### src/rtl/minisys_mem_pkg.sv
// minisys_mem_pkg: shared width encodings, FSM states and alignment helper for the memory/IO access unit
package minisys_mem_pkg;
  localparam logic [1:0] W_BYTE = 2'b00;
  localparam logic [1:0] W_HALF = 2'b01;
  localparam logic [1:0] W_WORD = 2'b11;
  localparam int IO_ADDR_W = 10;
  typedef enum logic [2:0] {S_IDLE, S_CHECK, S_MEM, S_IO, S_DONE} state_t;
  function automatic logic misaligned(input logic [1:0] w, input logic [1:0] a);
    return (w == 2'b10) || (w == W_HALF && a[0]) || (w == W_WORD && a != 2'b00);
  endfunction
endpackage

### src/rtl/mem_lane_align.sv
// mem_lane_align: byte-enable generation, store replication and load lane extraction/extension
module mem_lane_align
  import minisys_mem_pkg::*;
(
  input  logic [1:0]  width,
  input  logic [1:0]  lane,
  input  logic        sign_ext,
  input  logic [31:0] wdata,
  input  logic [31:0] rword,
  output logic [3:0]  be,
  output logic [31:0] wrep,
  output logic [31:0] load
);
  logic [31:0] shifted;
  logic [7:0]  b;
  logic [15:0] h;
  assign shifted = rword >> {lane, 3'b000};
  assign b = shifted[7:0];
  assign h = lane[1] ? rword[31:16] : rword[15:0];
  always_comb begin
    be   = width == W_BYTE ? 4'b0001 << lane : width == W_HALF ? (lane[1] ? 4'b1100 : 4'b0011) : 4'b1111;
    wrep = width == W_BYTE ? {4{wdata[7:0]}} : width == W_HALF ? {2{wdata[15:0]}} : wdata;
    load = width == W_BYTE ? {{24{sign_ext & b[7]}}, b} :
           width == W_HALF ? {{16{sign_ext & h[15]}}, h} : rword;
  end
endmodule

### src/rtl/mem_io_access.sv
// mem_io_access: multicycle RAM/IO load-store unit with alignment check, req/ack handshake and IO timeout
module mem_io_access
  import minisys_mem_pkg::*;
#(
  parameter int ADDR_W     = 14,
  parameter int IO_TIMEOUT = 255
) (
  input  logic                 clock,
  input  logic                 reset,
  input  logic                 start,
  input  logic                 mem_read,
  input  logic                 mem_write,
  input  logic                 io_read,
  input  logic                 io_write,
  input  logic [31:0]          addr,
  input  logic [31:0]          wdata,
  input  logic [1:0]           data_width,
  input  logic                 sign_ext,
  output logic                 busy,
  output logic                 done,
  output logic [31:0]          rdata,
  output logic                 addr_err,
  output logic                 bus_err,
  output logic [31:0]          bad_vaddr,
  output logic                 mem_req,
  output logic                 mem_we,
  output logic [ADDR_W-1:0]    mem_addr,
  output logic [3:0]           mem_be,
  output logic [31:0]          mem_wdata,
  input  logic [31:0]          mem_rdata,
  input  logic                 mem_ack,
  output logic                 io_rd,
  output logic                 io_wr,
  output logic [IO_ADDR_W-1:0] io_addr,
  output logic [31:0]          io_wdata,
  input  logic [31:0]          io_rdata,
  input  logic                 io_ready
);
  state_t state, state_n;
  logic [3:0]  cmd;
  logic [31:0] a_q, d_q;
  logic [1:0]  w_q;
  logic        s_q;
  logic [7:0]  cnt;
  logic        aerr_q, berr_q;
  logic [3:0]  be;
  logic [31:0] wrep, load;
  logic        conflict, none, misal, timeout, a_fault;
  assign conflict = $countones(cmd) > 1;
  assign none     = cmd == 4'b0000;
  assign misal    = misaligned(w_q, a_q[1:0]);
  assign a_fault  = !conflict && !none && misal;
  assign timeout  = cnt == 8'(IO_TIMEOUT - 1);
  mem_lane_align u_align (
    .width    (w_q),
    .lane     (a_q[1:0]),
    .sign_ext (s_q),
    .wdata    (d_q),
    .rword    (state == S_IO ? io_rdata : mem_rdata),
    .be       (be),
    .wrep     (wrep),
    .load     (load)
  );
  always_comb begin
    state_n = state;
    case (state)
      S_IDLE:  state_n = start ? S_CHECK : S_IDLE;
      S_CHECK: state_n = (conflict || none || misal) ? S_DONE : (|cmd[3:2]) ? S_MEM : S_IO;
      S_MEM:   state_n = mem_ack ? S_DONE : S_MEM;
      S_IO:    state_n = (io_ready || timeout) ? S_DONE : S_IO;
      default: state_n = S_IDLE;
    endcase
  end
  always_ff @(posedge clock or posedge reset)
    if (reset) state <= S_IDLE;
    else state <= state_n;
  // cmd bits: {mem_read, mem_write, io_read, io_write}
  always_ff @(posedge clock or posedge reset) begin
    if (reset) begin
      cmd       <= '0;
      a_q       <= '0;
      d_q       <= '0;
      w_q       <= '0;
      s_q       <= 1'b0;
      cnt       <= '0;
      aerr_q    <= 1'b0;
      berr_q    <= 1'b0;
      rdata     <= '0;
      bad_vaddr <= '0;
    end else begin
      if (state == S_IDLE && start) begin
        cmd <= {mem_read, mem_write, io_read, io_write};
        a_q <= addr;
        d_q <= wdata;
        w_q <= data_width;
        s_q <= sign_ext;
      end
      if (state == S_CHECK) begin
        berr_q <= conflict;
        aerr_q <= a_fault;
        if (a_fault) bad_vaddr <= a_q;
      end
      if (state == S_MEM && mem_ack && cmd[3]) rdata <= load;
      cnt <= state == S_IO ? cnt + 8'd1 : 8'd0;
      if (state == S_IO && io_ready && cmd[1]) rdata <= load;
      if (state == S_IO && !io_ready && timeout) begin
        berr_q <= 1'b1;
        rdata  <= '0;
      end
    end
  end
  always_comb begin
    busy      = state == S_CHECK || state == S_MEM || state == S_IO;
    done      = state == S_DONE;
    addr_err  = done && aerr_q;
    bus_err   = done && berr_q;
    mem_req   = state == S_MEM;
    mem_we    = mem_req && cmd[2];
    mem_addr  = mem_req ? a_q[ADDR_W+1:2] : '0;
    mem_be    = mem_req ? be : 4'b0000;
    mem_wdata = mem_req ? wrep : '0;
    io_rd     = state == S_IO && cmd[1];
    io_wr     = state == S_IO && cmd[0];
    io_addr   = state == S_IO ? a_q[IO_ADDR_W-1:0] : '0;
    io_wdata  = state == S_IO ? wrep : '0;
  end
endmodule
### config.mk
export PLATFORM = sky130hd
export DESIGN_NAME = mem_io_access
export DESIGN_NICKNAME = d
export VERILOG_FILES = /design/src/rtl/minisys_mem_pkg.sv /design/src/rtl/mem_lane_align.sv /design/src/rtl/mem_io_access.sv
export SDC_FILE = /design/constraint.sdc
export NUM_CORES = 1
export LEC_CHECK = 0
export ABC_AREA = 1
export BUFFER_PORTS_ARGS = -buffer_cell sky130_fd_sc_hd__buf_2
export CORE_UTILIZATION = 50
export DETAILED_ROUTE_END_ITERATION = 8
export GPL_ROUTABILITY_DRIVEN = 0
export PLACE_DENSITY = 0.78
export SYNTH_ARGS = -nofsm -noshare
export SYNTH_HDL_FRONTEND = slang
export SYNTH_HIERARCHICAL = 1
export SYNTH_SLANG_ARGS = --single-unit
### constraint.sdc
create_clock -name clock -period 6.6 [get_ports clock]
set_input_delay 0.99 -clock clock [delete_from_list [all_inputs] [get_ports clock]]
set_output_delay 0.99 -clock clock [all_outputs]
set_load 0.05 [all_outputs]
**Word level (Yosys, flattened, before mapping)**

Cells that the tools add are included.

- Register bits: 148
- Bits in latches: 0
- RAM bits: 0
- ROM bits: 0
- Output and inout bits: 164
- Logic and storage cells: 88
- Memories: 0

- Add/subtract/negate cells: 4
- $mul: 0
- Div/mod/pow operators: 0
- Order comparisons: 1
- Eq/ne operators: 8
- Shifts and indexed selects: 2
- Muxes and demuxes: 26
- Bitwise gates (word level): 2
- Reductions and logical operators: 34

Operator list:

| operator | number |
|---|---|
| $mux 32 | 10 |
| $shr 32x5->8 | 1 |
| $logic_and 1x1->1 | 16 |
| $mux 16 | 1 |
| $mux 4 | 4 |
| $mux 14 | 1 |
| $pmux 3 s4 | 1 |
| $mux 10 | 1 |
| $mux 3 | 3 |
| $add 8x1->8 const B | 1 |
| $eq 8x8->1 const B | 1 |
| $mux 8 | 1 |
| $logic_or 1x1->1 | 7 |
| $eq 3x2->1 const B | 2 |
| $add 1x1->2 | 2 |
| $eq 2x2->1 const B | 2 |
| $logic_not 4->1 | 1 |
| $mux 1 | 4 |
| $reduce_bool 2->1 | 2 |
| $shl 1x2->4 const A | 1 |
| $add 2x2->3 | 1 |
| $eq 3x1->1 const B | 1 |
| $eq 3x3->1 const B | 1 |
| $gt 3x1->1 const B | 1 |
| 8 further kinds | 11 |

**Depth between registers and ports, before layout**

- Depth after elaboration: 9
- Mapped depth: 14
- Depth with buffers taken out: 12

**Cells and area by module**

The synthesis kept the hierarchy.

Modules (own cells, without submodules):

| module | instances | cells an instance | area each (sq um) |
|---|---|---|---|
| mem_io_access | 1 | 897 | 6864.1 |
| mem_lane_align | 1 | 312 | 1390.1 |

**Least setup slack after synthesis**

Ideal clock, no wire load.

- Path type: reg-to-output
- From: register state[1]
- To: output port addr_err
- Arrival time: 2082 ps
- Required time: 5610 ps
- Path slack: 3528 ps
- Cell stages (with the launch flop): 6
- Cells stage by stage: dfrtp_1 > inv_1 > nand2_1 > nor2_1 > inv_1 > nor2_1

- Longest elaborated chain between the ends: 2

RTL lines:

| item | line | text |
|---|---|---|
| start: declaration | mem_io_access.sv:39 | `state_t state, state_n;` |
| start signal: assignment | mem_io_access.sv:76 | `else state <= state_n;` |
| $eq 3x3->1 | mem_io_access.sv:114 | `done = state == S_DONE;` |
| via done | mem_io_access.sv:20 | `output logic done,` |
| $logic_and 1x1->1 | mem_io_access.sv:115 | `addr_err = done && aerr_q;` |
| end: declaration | mem_io_access.sv:22 | `output logic addr_err,` |

The timed path passes the listed nets, and every way through them passes these cells.

**Worst setup path in the final report**

- From: register w_q[1]
- To: output port mem_be[0]

- Longest elaborated chain between the ends: 4
- Elaborated cells between the ends (all ways): 5
- Classes of those cells: 1 x eq/ne; 3 x mux; 1 x reduce/logical

RTL lines:

| item | line | text |
|---|---|---|
| start: declaration | mem_io_access.sv:42 | `logic [1:0] w_q;` |
| start signal: assignment | mem_io_access.sv:95 | `w_q <= data_width;` |
| $eq 2x1->1 | mem_lane_align.sv:21 | `be = width == W_BYTE ? 4'b0001 << lane : width == W_HALF ? (lane[1] ? 4'b1100 : 4'b0011) : 4'b1111;` |
| $mux 4 | mem_lane_align.sv:21 |  |
| $mux 4 (*) | mem_lane_align.sv:21 |  |
| via be[0] | mem_io_access.sv:46 | `logic [3:0] be;` |
| $mux 4 (*) | mem_io_access.sv:120 | `mem_be = mem_req ? be : 4'b0000;` |
| end: declaration | mem_io_access.sv:28 | `output logic [3:0] mem_be,` |

Mark *: on every way through the listed nets, which the timed path passes. The rest lies on a longest branch.

==> metrics.txt <==
# TYPE chip_impl_metric gauge
chip_impl_info{name="min-delay-path-class",value="flop to flop"} 1
chip_impl_metric{name="power_density",unit="mW/mm^2"} 468
chip_impl_metric{name="clock_sinks",unit=""} 148
chip_impl_metric{name="initial_core_util",unit="%"} 51.6
chip_impl_metric{name="finalSetupTns",unit="ns"} 0
chip_impl_info{name="rr_startpoint",value="state[0]"} 1
chip_impl_metric{name="avgSynthCellArea",unit="sq um"} 6.83
chip_impl_metric{name="ys_ff_latch",unit=""} 148
chip_impl_metric{name="numCtsBuffers",unit=""} 17
chip_impl_metric{name="synth_largest_type_area_fraction",unit="%"} 44.9
chip_impl_metric{name="hold_buffers",unit=""} 0
chip_impl_info{name="worst_setup_path_start_kind",value="flop"} 1
chip_impl_metric{name="report.final.hold_viol_count",unit=""} 0
chip_impl_metric{name="globalRouteTotalUtil",unit="%"} 28.6
chip_impl_metric{name="grt_first_pass_wirelength",unit="mm"} 37.0
chip_impl_metric{name="synth_enable_flop_cells",unit=""} 0
chip_impl_metric{name="io_pins",unit=""} 304
chip_impl_info{name="cells_taking_the_most_area_after_synthesis",value="sky130_fd_sc_hd__dfrtp_1 45%, sky130_fd_sc_hd__nand2_1 22%, sky130_fd_sc_hd__inv_1 6.0%, sky130_fd_sc_hd__nor2_1 6.0%, sky130_fd_sc_hd__nand3_1 4.2%"} 1
chip_impl_metric{name="wl_per_cell",unit="microns"} 14.3
chip_impl_metric{name="detail_route.iter0.violations",unit=""} 625
chip_impl_metric{name="area_growth_syn_to_layout",unit="%"} 24.7
chip_impl_metric{name="async_flop_share",unit="%"} 100
chip_impl_metric{name="report.final.setup_viol",unit=""} 0
chip_impl_info{name="tritoncts",value="yes"} 1
chip_impl_metric{name="number_of_global_route_vias_before_repair",unit=""} 7368
chip_impl_metric{name="final_layout_size_suffix_gt1_share",unit="%"} 24.6
chip_impl_metric{name="netlist_area_before_placement",unit="sq mm"} 0.00825
chip_impl_metric{name="antenna_found_initial",unit=""} 7
chip_impl_metric{name="nets",unit=""} 1605
chip_impl_metric{name="ff2ff_path_depth",unit=""} 6
chip_impl_metric{name="cts_setup_buffers",unit=""} 0
chip_impl_info{name="worst_setup_path_end_kind",value="primary output"} 1
chip_impl_metric{name="postLayoutCoreUtil",unit="%"} 64.3
chip_impl_metric{name="max_slew.worst_pin.slew",unit="ns"} 1.09
chip_impl_metric{name="cp_data_required_time",unit="ns"} 5.61
chip_impl_metric{name="core_area",unit="sq mm"} 0.0160
chip_impl_metric{name="leakage",unit="nW"} 6.23
chip_impl_info{name="dominantRegCellSynth",value="sky130_fd_sc_hd__dfrtp_1"} 1
chip_impl_info{name="timing.setup.critical_path_class",value="flop to primary output"} 1
chip_impl_metric{name="cts-htree-levels",unit=""} 4
chip_impl_info{name="cts-root-buf",value="sky130_fd_sc_hd__clkbuf_16"} 1
chip_impl_info{name="netlist.top_cell.by_area",value="sky130_fd_sc_hd__dfrtp_1"} 1
chip_impl_metric{name="synthesis.instances",unit=""} 1209
chip_impl_metric{name="sequential_cell_area",unit="sq mm"} 0.00370
chip_impl_metric{name="max-slew-margin-rel",unit="%"} 27.2
chip_impl_metric{name="critical_path.max_fanout",unit=""} 38
chip_impl_metric{name="die_area",unit="sq mm"} 0.0170
chip_impl_metric{name="hold_path_depth",unit=""} 2
chip_impl_metric{name="post_synth_num_cell_types",unit=""} 30
chip_impl_info{name="post_synth_most_frequent_cells",value="490 x sky130_fd_sc_hd__nand2_1, 148 x sky130_fd_sc_hd__dfrtp_1, 133 x sky130_fd_sc_hd__inv_1, 133 x sky130_fd_sc_hd__nor2_1, 69 x sky130_fd_sc_hd__nand3_1"} 1
chip_impl_metric{name="viasPerCell",unit=""} 4.96
chip_impl_info{name="capturing_point_of_the_worst_reg2reg_path",value="rdata[18]"} 1
chip_impl_metric{name="grt_overflow",unit=""} 0
chip_impl_info{name="hold_path_end",value="d_q[13]"} 1
chip_impl_metric{name="n_fill_cell",unit=""} 1474
chip_impl_metric{name="io_buffers",unit=""} 303
chip_impl_metric{name="post-route-period-util",unit="%"} 58.3
chip_impl_metric{name="clk_latency",unit="ns"} 0.42
chip_impl_metric{name="slew_violations",unit=""} 0
chip_impl_metric{name="post_cts_resized",unit=""} 0
chip_impl_metric{name="max-vdd-ir-drop",unit="mV"} 0.250
chip_impl_metric{name="cp.arrival",unit="ns"} 2.86
chip_impl_metric{name="postRouteAntennaNets",unit=""} 0
chip_impl_metric{name="maximum_buffer_depth_of_the_clock_tree",unit=""} 2
chip_impl_metric{name="clock_skew",unit="ns"} 0.0127
chip_impl_info{name="synthMostInstantiatedCell",value="sky130_fd_sc_hd__nand2_1"} 1
chip_impl_metric{name="reg2reg_setup_slack",unit="ns"} 3.25
chip_impl_metric{name="clkSlewWorstSetupHoldPaths",unit="ns"} 0.06
chip_impl_metric{name="drt_pass1_iterations",unit=""} 5
chip_impl_metric{name="fin_crit",unit="ns"} 3.85
chip_impl_info{name="run_status",value="complete, no violations"} 1
chip_impl_metric{name="chipWidth",unit="microns"} 130
chip_impl_metric{name="route.detailed.drc",unit=""} 0
chip_impl_metric{name="largest_net_degree_at_the_start_of_global_routing",unit=""} 91
chip_impl_metric{name="hpwl_after_dpl",unit="mm"} 17.5
chip_impl_metric{name="report.power.total",unit="W"} 0.00482
chip_impl_metric{name="yosysWarningCount",unit=""} 6
chip_impl_metric{name="multiInputGateArea",unit="sq mm"} 0.00362
chip_impl_metric{name="max_frequency",unit="GHz"} 0.260
chip_impl_metric{name="fp.dieH",unit="microns"} 130
chip_impl_metric{name="sequential_cell_area_fraction_in_the_yosys_report",unit="%"} 44.9
chip_impl_info{name="setup_repair_after_global_routing_missed_its_margin",value="no"} 1
chip_impl_metric{name="vias",unit=""} 8406
chip_impl_metric{name="routed_wirelength",unit="mm"} 24.2
chip_impl_metric{name="synth_fp_nets",unit=""} 1353
chip_impl_metric{name="max_cap_viol_count",unit=""} 0
chip_impl_metric{name="placement_row_count",unit=""} 46
chip_impl_info{name="holdCritStartpoint",value="d_q[13]"} 1
[layout make-up]
class	count	share of cell area [%]
clock buffers	19	4.30
clock inverters	13	1.36
multi-input cells	843	35.2
diodes	6	0.146
repair buffers	309	15.2
inverters	142	5.23
flip-flops and latches	148	36.0
well taps	216	2.63
[cell families (layout without fill, tap and decap cells)]
family	count (synthesis)	count (layout)	synth area share, %
other cells	0	6	0
simple gates	741	741	36.8
buf+inv	218	483	11.4
compound gates	98	98	6.28
fa+ha+maj	4	4	0.697
flops	148	148	44.9
[per-stage QoR]
| stage | std cells | area, sq um | hold slack, ns | setup slack, ns |
|---|---|---|---|---|
| floorplan | 1209 | 8250 | 0.442 | 1.63 |
| global placement | 1658 | 9700 | 0.455 | 3.23 |
| detailed placement | 1658 | 9700 | 0.458 | 3.23 |
| CTS | 1690 | 10300 | 0.475 | 2.78 |
| global route | 1695 | 10300 | 0.498 | 2.48 |
| finish | 1696 | 10300 | 0.472 | 2.75 |
[where the power goes]
part           switching, W  internal (W)
clock              0.000411      0.000543
combinational       0.00179      0.000583
sequential         0.000225       0.00127
total               0.00243       0.00239
[worst max-delay path by stage]
stage	startpoint	endpoint	slack (ns)	depth (start not counted)
global route	w_q[1]	mem_be[0]	2.48	8
detailed placement	w_q[1]	mem_be[0]	3.23	8
finish	w_q[1]	mem_be[0]	2.75	8
floorplan	reset	a_q[0]	1.63	1
CTS	w_q[1]	mem_be[0]	2.78	8
global placement	w_q[1]	mem_be[1]	3.23	8
[layer usage]
layer / GRT usage (%) / wire, microns / vias to the layer above
met2: 48.6 / 11900 / 311
li1: - / - / 4214
met1: 35.1 / 10000 / 3820
met5: 0 / 10 / -
met4: 13.9 / 781 / 2
met3: 5.25 / 1500 / 59
[flip-flops by register name, indices dropped and copies added (netlist names)]
signal     cells
berr_q         1
s_q            1
cmd            4
state          3
w_q            2
d_q           32
bad_vaddr     32
a_q           32
aerr_q         1
rdata         32
cnt            8
[layout by cell type, fill, tap and decap left out, types with 2 or more instances in the layout]
master                       instances
sky130_fd_sc_hd__buf_4               6
sky130_fd_sc_hd__inv_6               4
sky130_fd_sc_hd__clkbuf_16          17
sky130_fd_sc_hd__ha_1                3
sky130_fd_sc_hd__diode_2             6
sky130_fd_sc_hd__o21a_1              2
sky130_fd_sc_hd__clkinvlp_4          4
sky130_fd_sc_hd__inv_2               9
sky130_fd_sc_hd__nand2_2             2
sky130_fd_sc_hd__nand4_1            35
sky130_fd_sc_hd__nand2_1           488
sky130_fd_sc_hd__a21oi_1             6
sky130_fd_sc_hd__nand3_2             4
sky130_fd_sc_hd__nor3_1              3
sky130_fd_sc_hd__buf_2             303
sky130_fd_sc_hd__nand3_1            68
sky130_fd_sc_hd__inv_1             132
sky130_fd_sc_hd__o211ai_1            7
sky130_fd_sc_hd__o21ai_0            58
sky130_fd_sc_hd__inv_8               4
sky130_fd_sc_hd__o22ai_1             2
sky130_fd_sc_hd__o21ai_1            22
sky130_fd_sc_hd__nor2_1            133
sky130_fd_sc_hd__dfrtp_1           148
sky130_fd_sc_hd__nor2_4              2
[worst max-delay path, stage by stage (launching register included)]
cell,delay (ns)
sky130_fd_sc_hd__dfrtp_1,0.36
sky130_fd_sc_hd__buf_4,0.25
sky130_fd_sc_hd__nor2_2,0.83
sky130_fd_sc_hd__inv_2,0.32
sky130_fd_sc_hd__nand2_1,0.25
sky130_fd_sc_hd__nand2_1,0.07
sky130_fd_sc_hd__inv_1,0.05
sky130_fd_sc_hd__nor2_1,0.04
sky130_fd_sc_hd__buf_2,0.25
No activity file was read; power rests on OpenSTA's default activity.
